File: config.mk
export PLATFORM = sky130hd
export DESIGN_NAME = chess_clock_ctrl
export DESIGN_NICKNAME = d
export VERILOG_FILES = /design/src/rtl/chess_clock_ctrl.sv
export SDC_FILE = /design/constraint.sdc
export NUM_CORES = 1
export LEC_CHECK = 0
export BUFFER_PORTS_ARGS = -buffer_cell sky130_fd_sc_hd__buf_2
export CORE_MARGIN = 2
export CORE_UTILIZATION = 41
export CTS_CLUSTER_DIAMETER = 200
export CTS_CLUSTER_SIZE = 14
export DETAILED_ROUTE_END_ITERATION = 16
export MAX_ROUTING_LAYER = met4
export PLACE_DENSITY = 0.74
export SYNTH_ARGS = -nofsm -noshare
export SYNTH_HDL_FRONTEND = slang
export SYNTH_SLANG_ARGS = --single-unit
File: constraint.sdc
create_clock -name i_clk -period 1.5 [get_ports i_clk]
set_clock_uncertainty 0.15 [all_clocks]
set_input_delay 0.3 -clock i_clk [delete_from_list [all_inputs] [get_ports i_clk]]
set_output_delay 0.3 -clock i_clk [all_outputs]
set_load 0.05 [all_outputs]
File: src/rtl/chess_clock_ctrl.sv
// Chess clock game controller: turn sequencing, win detection, move count and reload request.
// Optional arbiter pause feature is enabled by defining CHESS_CLOCK_PAUSE_EN.
module chess_clock_ctrl #(
    parameter int p_init_hi = 5,
    parameter int p_init_lo = 0
) (
    input  logic            i_clk,
    input  logic            i_rst,
    input  logic            i_turn_a,
    input  logic            i_turn_b,
    input  logic            i_zero_a,
    input  logic            i_zero_b,
    input  logic            i_pause,
    output logic [1:0][3:0] o_init_a,
    output logic [1:0][3:0] o_init_b,
    output logic            o_stop_a,
    output logic            o_stop_b,
    output logic            o_win_a,
    output logic            o_win_b,
    output logic            o_reload,
    output logic [7:0]      o_moves,
    output logic [2:0]      o_state
);

    typedef enum logic [2:0] {
        IDLE  = 3'd0,
        RUN_A = 3'd1,
        RUN_B = 3'd2,
        OVER  = 3'd3,
        PAUSE = 3'd4
    } state_t;

    state_t     state, state_nxt;
    logic       win_a, win_a_nxt;
    logic       win_b, win_b_nxt;
    logic       reload, reload_nxt;
    logic [7:0] moves, moves_nxt;
    logic [7:0] moves_inc;

`ifdef CHESS_CLOCK_PAUSE_EN
    // Remembers which side was running when the arbiter paused the game.
    logic paused_b, paused_b_nxt;
`else
    logic unused_pause;
    assign unused_pause = i_pause;
`endif

    assign o_init_a = {4'(p_init_hi), 4'(p_init_lo)};
    assign o_init_b = {4'(p_init_hi), 4'(p_init_lo)};

    assign moves_inc = (moves == 8'hFF) ? moves : moves + 8'd1;

    always_ff @(posedge i_clk) begin
        if (i_rst) begin
            state  <= IDLE;
            win_a  <= 1'b0;
            win_b  <= 1'b0;
            reload <= 1'b0;
            moves  <= 8'd0;
`ifdef CHESS_CLOCK_PAUSE_EN
            paused_b <= 1'b0;
`endif
        end else begin
            state  <= state_nxt;
            win_a  <= win_a_nxt;
            win_b  <= win_b_nxt;
            reload <= reload_nxt;
            moves  <= moves_nxt;
`ifdef CHESS_CLOCK_PAUSE_EN
            paused_b <= paused_b_nxt;
`endif
        end
    end

    // A running player's own zero flag wins over any same-cycle click.
    always_comb begin
        state_nxt  = state;
        win_a_nxt  = win_a;
        win_b_nxt  = win_b;
        reload_nxt = 1'b0;
        moves_nxt  = moves;
`ifdef CHESS_CLOCK_PAUSE_EN
        paused_b_nxt = paused_b;
`endif
        case (state)
            IDLE: begin
                if (i_turn_a && !i_turn_b) begin
                    state_nxt = RUN_B;
                end else if (i_turn_b && !i_turn_a) begin
                    state_nxt = RUN_A;
                end
            end
            RUN_A: begin
                if (i_zero_a) begin
                    state_nxt = OVER;
                    win_b_nxt = 1'b1;
`ifdef CHESS_CLOCK_PAUSE_EN
                end else if (i_pause) begin
                    state_nxt    = PAUSE;
                    paused_b_nxt = 1'b0;
`endif
                end else if (i_turn_a) begin
                    state_nxt = RUN_B;
                    moves_nxt = moves_inc;
                end
            end
            RUN_B: begin
                if (i_zero_b) begin
                    state_nxt = OVER;
                    win_a_nxt = 1'b1;
`ifdef CHESS_CLOCK_PAUSE_EN
                end else if (i_pause) begin
                    state_nxt    = PAUSE;
                    paused_b_nxt = 1'b1;
`endif
                end else if (i_turn_b) begin
                    state_nxt = RUN_A;
                    moves_nxt = moves_inc;
                end
            end
            OVER: begin
                if (i_turn_a && i_turn_b) begin
                    state_nxt  = IDLE;
                    reload_nxt = 1'b1;
                    win_a_nxt  = 1'b0;
                    win_b_nxt  = 1'b0;
                    moves_nxt  = 8'd0;
                end
            end
`ifdef CHESS_CLOCK_PAUSE_EN
            PAUSE: begin
                if (i_pause) begin
                    state_nxt = paused_b ? RUN_B : RUN_A;
                end
            end
`endif
            default: state_nxt = IDLE;
        endcase
    end

    assign o_stop_a = (state != RUN_A);
    assign o_stop_b = (state != RUN_B);
    assign o_win_a  = win_a;
    assign o_win_b  = win_b;
    assign o_reload = reload;
    assign o_moves  = moves;
    assign o_state  = state;

endmodule

==> results of run 1 <==
## routing by layer
| layer | routed length, microns | vias to the layer above | share of wire [%] |
|---|---|---|---|
| met5 | 0 | - | 0 |
| met4 | 7 | 0 | 0.33 |
| met3 | 118 | 2 | 5.6 |
| met2 | 1192 | 26 | 56 |
| met1 | 805 | 399 | 38 |
| li1 | - | 414 | - |
## cell families after synthesis
logic type                 count (synthesis)
and+or+nand+nor                           35
other                                      2
muxes                                      1
DFF                                       13
AOI/OAI and AO/OA                         29
adders and majority gates                  3
buffers and inverters                     26
## critical path, cell delays in order, from the launching register on
cell,delay (ns)
dfxtp_4,0.39
nor2b_4,0.18
inv_2,0.05
buf_6,0.14
## synthesized netlist by cell type, types with 2 or more instances
cell type  number  area share [%]
a21oi_1         7             4.0
a31oi_1         6             4.3
a41oi_1         2             2.0
buf_2           2             1.2
buf_4          17              15
conb_1          2            0.86
dfxtp_1        13              30
ha_1            3             4.3
inv_1           6             2.6
nand2_1         9             3.9
nand2b_1        4             2.9
nand3_1         6             3.5
nor2_1          8             3.5
## area by class of cell
type	instances	area, sq um
repair buffers	31	214.0
well taps	27	33.78
fillers	194	828.3
flip-flops and latches	13	286.5
inverters	6	22.52
clock buffers	4	26.28
multi-input cells	85	570.5
## registers in the layout, summed over array words and instances, names as in the netlist
name / cells
o_state: 2
o_reload: 1
o_moves: 8
o_win_b: 1
o_win_a: 1
## metrics by stage
stage	TNS, ns	utilization (%)
6_report	0	58.21
3_3_place_gp	-0.05680	52.21
5_1_grt	-0.2182	58.21
4_1_cts	0	55.56
2_1_floorplan	-0.1855	-
3_5_place_dp	-0.2047	52.21
## power by group through the flow
stage                     sequential, uW  clock [uW]  combinational [uW]
after CTS                            415         236                 495
after detailed placement             420           0                 458
after floorplan                      518           0                 298
final                                417         226                 524
after global routing                 422         250                 555
after global placement               417           0                 450
## what timing repair did
action,4_1_cts,5_1_grt
setup buffers,1,3
endpoints found under the setup margin,6,12
pin swaps,0,2
resized for setup,10,6
## final timing paths
kind,from,to,slack [ns],cells past startpoint
hold / removal,i_rst,o_state[1]$_SDFFE_PP0P_,0.18,2
hold reg to reg,o_moves[4]$_SDFFE_PP0P_,o_moves[4]$_SDFFE_PP0P_,0.34,1
setup reg to reg,o_state[1]$_SDFFE_PP0P_,o_moves[7]$_SDFFE_PP0P_,0.02,4
setup / recovery,o_state[1]$_SDFFE_PP0P_,o_stop_b,0.01,3
==> out/results.ini, run 1 <==
[run_status]
status=completed

[power]
swShare_pct=44.82
power_density_nw_per_um2=1012
ir_drop_v=0.0006977
p_leak_uw=0.0005285
seq_power_share_pct=35.7
p_sw_uw=523.2
combinationalPowerShare_pct=44.9
power.share.clock_pct=19.3
total_power_uw=1167
p_int_uw=644.0

[synth]
seq_area_frac_synth_pct=29.93
syn_area_per_cell_sq_um=7.978
synth_top_family_by_area=compound AO/OA/AOI/OAI gates
synth.ff_latch_count=13
yosys-mux-area-fraction_pct=1.151
ys_types=37
async_flop_share_pct=0
synthXorXnorAreaFrac_pct=0
synth-compound-area-share_pct=24.03
ys_warn_count=0
syn_area_sq_um=869.6
ys.flop_type=dfxtp_1
synth-simple-area-share_pct=20.86
synth_edf_count=0
synthCells=109
synth_adder_area_share_pct=4.317

[global_route]
antenna_found_initial=0
met2_usage_pct=29.61
grt_pass1_vias=727
use_met1_pct=18.01
grt_pass1_wl_mm=3.098
met3_usage_pct=4.545
grt_max_degree=13
grt.total_usage_pct=16.43
grt-ovfl-total=0
busiest_layer=met2

[route]
viasPerCell=5.066
firstDrtPassIters=4
final_antenna_net_count=0
drt_wl_total_mm=2.123
drt_iter0_drc=10
drcViolationCount=0
vias=841
wire_per_inst_microns=12.79

[sta]
setup_ws_ns=0.01054
whs_ns=0.1756
finalMaxSlewViolations=0
setup_viol=0
rsz0062_at_grt=yes
fmax_ghz=0.6714
hold_viol=0
fin_crit_sh_pct=99.30
fin_crit_ns=1.489

[clocking]
clockBufferDepth=2
insertion_delay_ns=0.28
cts_buffers=3
clock-sinks=13
clockRootBuffer=clkbuf_4
clk_pin_slew_worst_paths_ns=0.08
holdBufCountCts=0
cts-htree-levels=1
cts_tree=yes

[finish]
layout-drive-gt1-share_pct=39.57
final_cell_mix=conb_1, buf_2, buf_4
diodes=0
postLayoutCellArea_sq_um=1154
fin_cells=166
final_common_cell=conb_1
nNetsFinal=150
area_delta_synth_final_pct=32.66

[floorplanning]
io_pins=39
start_util_pct=43.88
fp-row-count=16
dieArea_sq_um=2506
core_area_sq_um=1982
die_w_microns=50.06
die_height_microns=50.06

[hold_path]
hold_class=input pin to flip-flop

[critical_path]
cp-end-kind=primary output
critPathMaxFanout=6
crit_required_ns=1.05
cp_data_arrival_time_ns=1.04
path_class=flip-flop to primary output
critPathLaunchType=flip-flop

[placed_design]
portBuffers=20
dp_slack_ns=-0.03655
postPlaceCellArea_sq_um=1035
place_congestion=0.8270
dp_hpwl_mm=1.495
dp.cells=158

[run]
max-cap-violations=0

Power figures use the tool's default switching activity.
==> run 2, diff against run 1 <==
--- a/config.mk
+++ b/config.mk
@@ -11,8 +11,8 @@
 export CTS_CLUSTER_DIAMETER = 200
 export CTS_CLUSTER_SIZE = 14
 export DETAILED_ROUTE_END_ITERATION = 16
-export MAX_ROUTING_LAYER = met4
 export PLACE_DENSITY = 0.74
+export RECOVER_POWER = 50
 export SYNTH_ARGS = -nofsm -noshare
 export SYNTH_HDL_FRONTEND = slang
 export SYNTH_SLANG_ARGS = --single-unit
==> run 2 against run 1 <==
Clock-buffer cell count unchanged. Setup slack got worse by 0.0029 ns. Clock power about the same. Register-to-register slack about the same. Non-clock buffer count unchanged. Sequential power about the same. Die area unchanged. Power increased by 0.14%. Fmax decreased by 0.20%. Design area unchanged. Largest cell class unchanged. First-iteration DRC count increased by 50%. Critical path depth unchanged.
==> out/results.ini, run 2 (synthesis gave the netlist of run 1 again) <==
[run_status]
status=completed

[placed_design]
portBuffers=20
dp_hpwl_mm=1.495
dp_slack_ns=-0.03655
place_congestion=0.8150

[critical_path]
path_cells=nor2b_4 > inv_2 > buf_6
worst_path_max_delay_cell=dfxtp_4
path_buf_inv=2
path_class=flip-flop to primary output
crit_family=flip-flops
critPathLaunchType=flip-flop
critPathMaxFanout=6
cp-startpoint=o_state[1]$_SDFFE_PP0P_
r2r_slack_ns=0.02
max_stage_delay_ns=0.39
cp.depth=3
regToRegEndpoint=o_moves[7]$_SDFFE_PP0P_
cp_data_arrival_time_ns=1.04
reg2reg_from=o_state[1]$_SDFFE_PP0P_
worstSetupEndpoint=o_stop_b
crit_required_ns=1.05
r2r_cells=4
cp-end-kind=primary output

[route]
drt_iter0_drc=15
vias=842
drcViolationCount=0
viasPerCell=5.072
wire_per_inst_microns=12.82
drt_wl_total_mm=2.128
final_antenna_net_count=0
firstDrtPassIters=4

[power]
p_sw_uw=524.8
p_leak_uw=0.0005285
ir_drop_v=0.0006979
power.share.clock_pct=19.4
power_density_nw_per_um2=1013
combinationalPowerShare_pct=44.9
seq_power_share_pct=35.7
swShare_pct=44.89
p_int_uw=644.1

[finish]
nNetsFinal=150
largest_reg_flops=8
nFillCells=194
layout-drive-gt1-share_pct=39.57
area_delta_synth_final_pct=32.66
diodes=0
multiInputGateArea_sq_um=570.5
final_common_cell=conb_1
final_cell_mix=conb_1, buf_2, buf_4
final-seq-area_sq_um=286.5

[sta]
setup_ws_ns=0.007608
whs_ns=0.1730
hold_viol=0
fmax_ghz=0.6701
rsz0062_at_grt=yes
setup_viol=0
fin_crit_sh_pct=99.49
fin_crit_ns=1.492
finalMaxSlewViolations=0

[clocking]
holdBufCountCts=0
cts-htree-levels=1
insertion_delay_ns=0.28
cts_buffers=3
clk_pin_slew_worst_paths_ns=0.08
cts_tree=yes
clockRootBuffer=clkbuf_4
clock-sinks=13
clockBufferDepth=2

[floorplanning]
io_pins=39
die_height_microns=50.06
dieArea_sq_um=2506
core_area_sq_um=1982
die_w_microns=50.06
start_util_pct=43.88
fp-row-count=16

[global_route]
grt-ovfl-total=0
antenna_found_initial=0
grt.total_usage_pct=15.99
grt_pass1_wl_mm=3.098
grt_pass1_vias=728
grt_max_degree=13

[hold_path]
hold_depth=2
hold_class=input pin to flip-flop

[run]
max-cap-violations=0

==> run 2: what timing repair did <==
| action | in CTS | in global routing |
|---|---|---|
| setup buffers | 1 | 3 |
| resized for setup | 10 | 6 |
| endpoints found under the setup margin | 6 | 12 |
| pin swaps | 0 | 2 |
==> run 2: metal layers <==
metal / track usage, % / share of wire [%] / vias to the layer above
met5: 0 / 0 / -
met4: 2.778 / 0.38 / 0
met3: 4.545 / 5.6 / 2
met2: 29.61 / 56 / 26
met1: 18.01 / 38 / 400
li1: - / - / 414
==> run 2: worst min path at each step <==
stage	from	end	slack, ns
after floorplan	i_rst	o_moves[3]$_SDFFE_PP0P_	0.36
after global placement	o_moves[4]$_SDFFE_PP0P_	o_moves[4]$_SDFFE_PP0P_	0.31
after detailed placement	o_state[0]$_SDFFE_PP0P_	o_state[0]$_SDFFE_PP0P_	0.31
after CTS	i_rst	o_state[1]$_SDFFE_PP0P_	0.17
after global routing	i_rst	o_reload$_SDFF_PP0_	0.18
final	i_rst	o_state[1]$_SDFFE_PP0P_	0.17
==> run 2: power by group through the flow <==
stage	Clock (uW)	Sequential (uW)	Combinational [uW]
after CTS	236	415	495
after global routing	250	422	555
after detailed placement	0	420	458
after floorplan	0	518	298
final	227	417	524
after global placement	0	417	450
==> run 2: per-stage QoR <==
stage               cells  power [uW]  utilization, %  instance area [sq um]  setup TNS [ns]
floorplan             124       816.2               -                  989.7         -0.1855
global placement      158       867.0           52.21                   1035        -0.05680
detailed placement    158       878.0           52.21                   1035         -0.2047
CTS                   163        1146           55.56                   1101               0
global route          166        1228           58.21                   1154         -0.2182
finish                166        1169           58.21                   1154               0
==> run 2: area by class of cell <==
type | count | area share (%)
clock buffers | 4 | 2.278
inverters | 6 | 1.952
multi-input cells | 85 | 49.46
well taps | 27 | 2.928
repair buffers | 31 | 18.55
flip-flops and latches | 13 | 24.84
==> run 3, diff against run 2 <==
--- a/config.mk
+++ b/config.mk
@@ -8,6 +8,7 @@
 export BUFFER_PORTS_ARGS = -buffer_cell sky130_fd_sc_hd__buf_2
 export CORE_MARGIN = 2
 export CORE_UTILIZATION = 41
+export CTS_BUF_LIST = sky130_fd_sc_hd__clkbuf_4 sky130_fd_sc_hd__clkbuf_8 sky130_fd_sc_hd__clkbuf_16
 export CTS_CLUSTER_DIAMETER = 200
 export CTS_CLUSTER_SIZE = 14
 export DETAILED_ROUTE_END_ITERATION = 16
==> run 3 against run 2 <==
Global-route usage stayed put. Clock power is 7% higher. Register-to-register slack hardly changed. Sequential power hardly changed. Critical path depth stayed put.
==> out/results.ini, run 3 (synthesis gave the netlist of run 1 again) <==
[global_route]
grt.total_usage_pct=15.99
antenna_found_initial=0
grt_pass1_wl_mm=3.091
grt_pass1_vias=727
grt-ovfl-total=0
grt_max_degree=13

[sta]
fin_crit_sh_pct=99.47
setup_tns_ns=0
finalMaxSlewViolations=0
fin_crit_ns=1.492
fmax_ghz=0.6702
rsz0062_at_grt=yes
hold_viol=0
setup_viol=0

[power]
p_sw_uw=521.9
power_density_nw_per_um2=1023
seq_power_share_pct=35.2
ir_drop_v=0.0006944
swShare_pct=44.08
p_int_uw=662.2
combinationalPowerShare_pct=44.3
power.share.clock_pct=20.5
p_leak_uw=0.0005319

[route]
drt_iter0_drc=16
vias=845
top_layer_used=met4
wl_met3_microns=111
drcViolationCount=0
viasPerCell=5.090
drt_wl_total_mm=2.128
firstDrtPassIters=2
wire_per_inst_microns=12.82
wl_met2_mm=1.199
final_antenna_net_count=0
met1_length_microns=808

[critical_path]
path_cells=nor2b_4 > inv_2 > buf_6
cp-end-kind=primary output
critPathLaunchType=flip-flop
max_stage_delay_ns=0.39
crit_family=flip-flops
r2r_slack_ns=0.02
cp_data_arrival_time_ns=1.04
crit_required_ns=1.05
path_class=flip-flop to primary output
critPathMaxFanout=6
worst_path_max_delay_cell=dfxtp_4
path_buf_inv=2
regToRegEndpoint=o_moves[7]$_SDFFE_PP0P_
r2r_cells=4
reg2reg_from=o_state[1]$_SDFFE_PP0P_

[placed_design]
dp_hpwl_mm=1.495
dp.cells=158
portBuffers=20
place_congestion=0.8150
postPlaceCellArea_sq_um=1035

[hold_path]
hold_class=input pin to flip-flop
worstHoldStart=i_rst
holdPathEnd=o_state[1]$_SDFFE_PP0P_
hold_depth=2

[finish]
final_common_cell=conb_1
final_cell_mix=conb_1, buf_2, buf_4
nFillCells=193
largest_reg_flops=8
final-seq-area_sq_um=286.5
area_delta_synth_final_pct=33.09
diodes=0
multiInputGateArea_sq_um=570.5
layout-drive-gt1-share_pct=40.29
fin_cells=166
postLayoutCellArea_sq_um=1157
nNetsFinal=150
post-route-util_pct=58.40

[clocking]
clk_pin_slew_worst_paths_ns=0.08
clockRootBuffer=clkbuf_4
cts-htree-levels=1
insertion_delay_ns=0.28
clockBufferDepth=2
clock-sinks=13
cts_buffers=3
cts_tree=yes

[floorplanning]
die_height_microns=50.06
io_pins=39
dieArea_sq_um=2506
core_area_sq_um=1982
start_util_pct=43.88
die_w_microns=50.06
fp-row-count=16

[run]
max-cap-violations=0

[run_status]
status=completed

-- run 3: cell counts in the layout (fill, tap and decap cells not counted) --
No cell type changed its count.
-- run 3: worst register-to-register path, cell delays in order (launching register included) --
cell,delay (ns)
dfxtp_4,0.37
nor3b_4,0.24
a22oi_1,0.13
or3_1,0.37
a31oi_1,0.16
-- run 3: power groups by stage --
stage	logic [uW]	registers, uW	clock network, uW
CTS	495	415	254
global placement	450	417	0
floorplan	298	518	0
global route	555	422	268
finish	525	417	242
detailed placement	458	420	0
-- run 3: routing by layer --
layer  track usage (%)  vias up
li1                  -      414
met2             29.61       24
met4             2.778        0
met1             18.01      405
met5                 0        -
met3             4.545        2
-- run 3: final cells by class --
| class | count | share of cell area, % |
|---|---|---|
| inverters | 6 | 1.946 |
| flip-flops and latches | 13 | 24.76 |
| well taps | 27 | 2.919 |
| multi-input cells | 85 | 49.30 |
| clock buffers | 4 | 2.595 |
| repair buffers | 31 | 18.49 |
-- run 3: stage by stage --
step	hold WS [ns]	setup slack (ns)	power [uW]
floorplan	0.3613	-0.04159	816.2
global placement	0.3112	-0.01525	867.0
detailed placement	0.3147	-0.03655	878.0
CTS	0.1679	0.002603	1164
global route	0.1849	-0.04979	1245
finish	0.1722	0.007949	1184
-- run 3: repair_timing --
action                                  in CTS  in global routing
pin swaps                                    0                  2
gates cloned                                 0                  0
buffers inserted                             1                  3
hold buffers                                 0                  0
gates resized for setup                     10                  6
endpoints found under the setup margin       6                 12
-- run 3: worst max path at each step --
stage,start,end,slack [ns],cells after the start
2_1_floorplan,o_moves[1]$_SDFFE_PP0P_,o_moves[3]$_SDFFE_PP0P_,-0.04,5
3_3_place_gp,i_turn_b,o_moves[4]$_SDFFE_PP0P_,-0.02,5
3_5_place_dp,i_turn_a,o_moves[7]$_SDFFE_PP0P_,-0.04,5
4_1_cts,o_state[1]$_SDFFE_PP0P_,o_moves[7]$_SDFFE_PP0P_,0.003,4
5_1_grt,o_state[1]$_SDFFE_PP0P_,o_stop_b,-0.05,3
6_report,o_state[1]$_SDFFE_PP0P_,o_stop_b,0.008,3
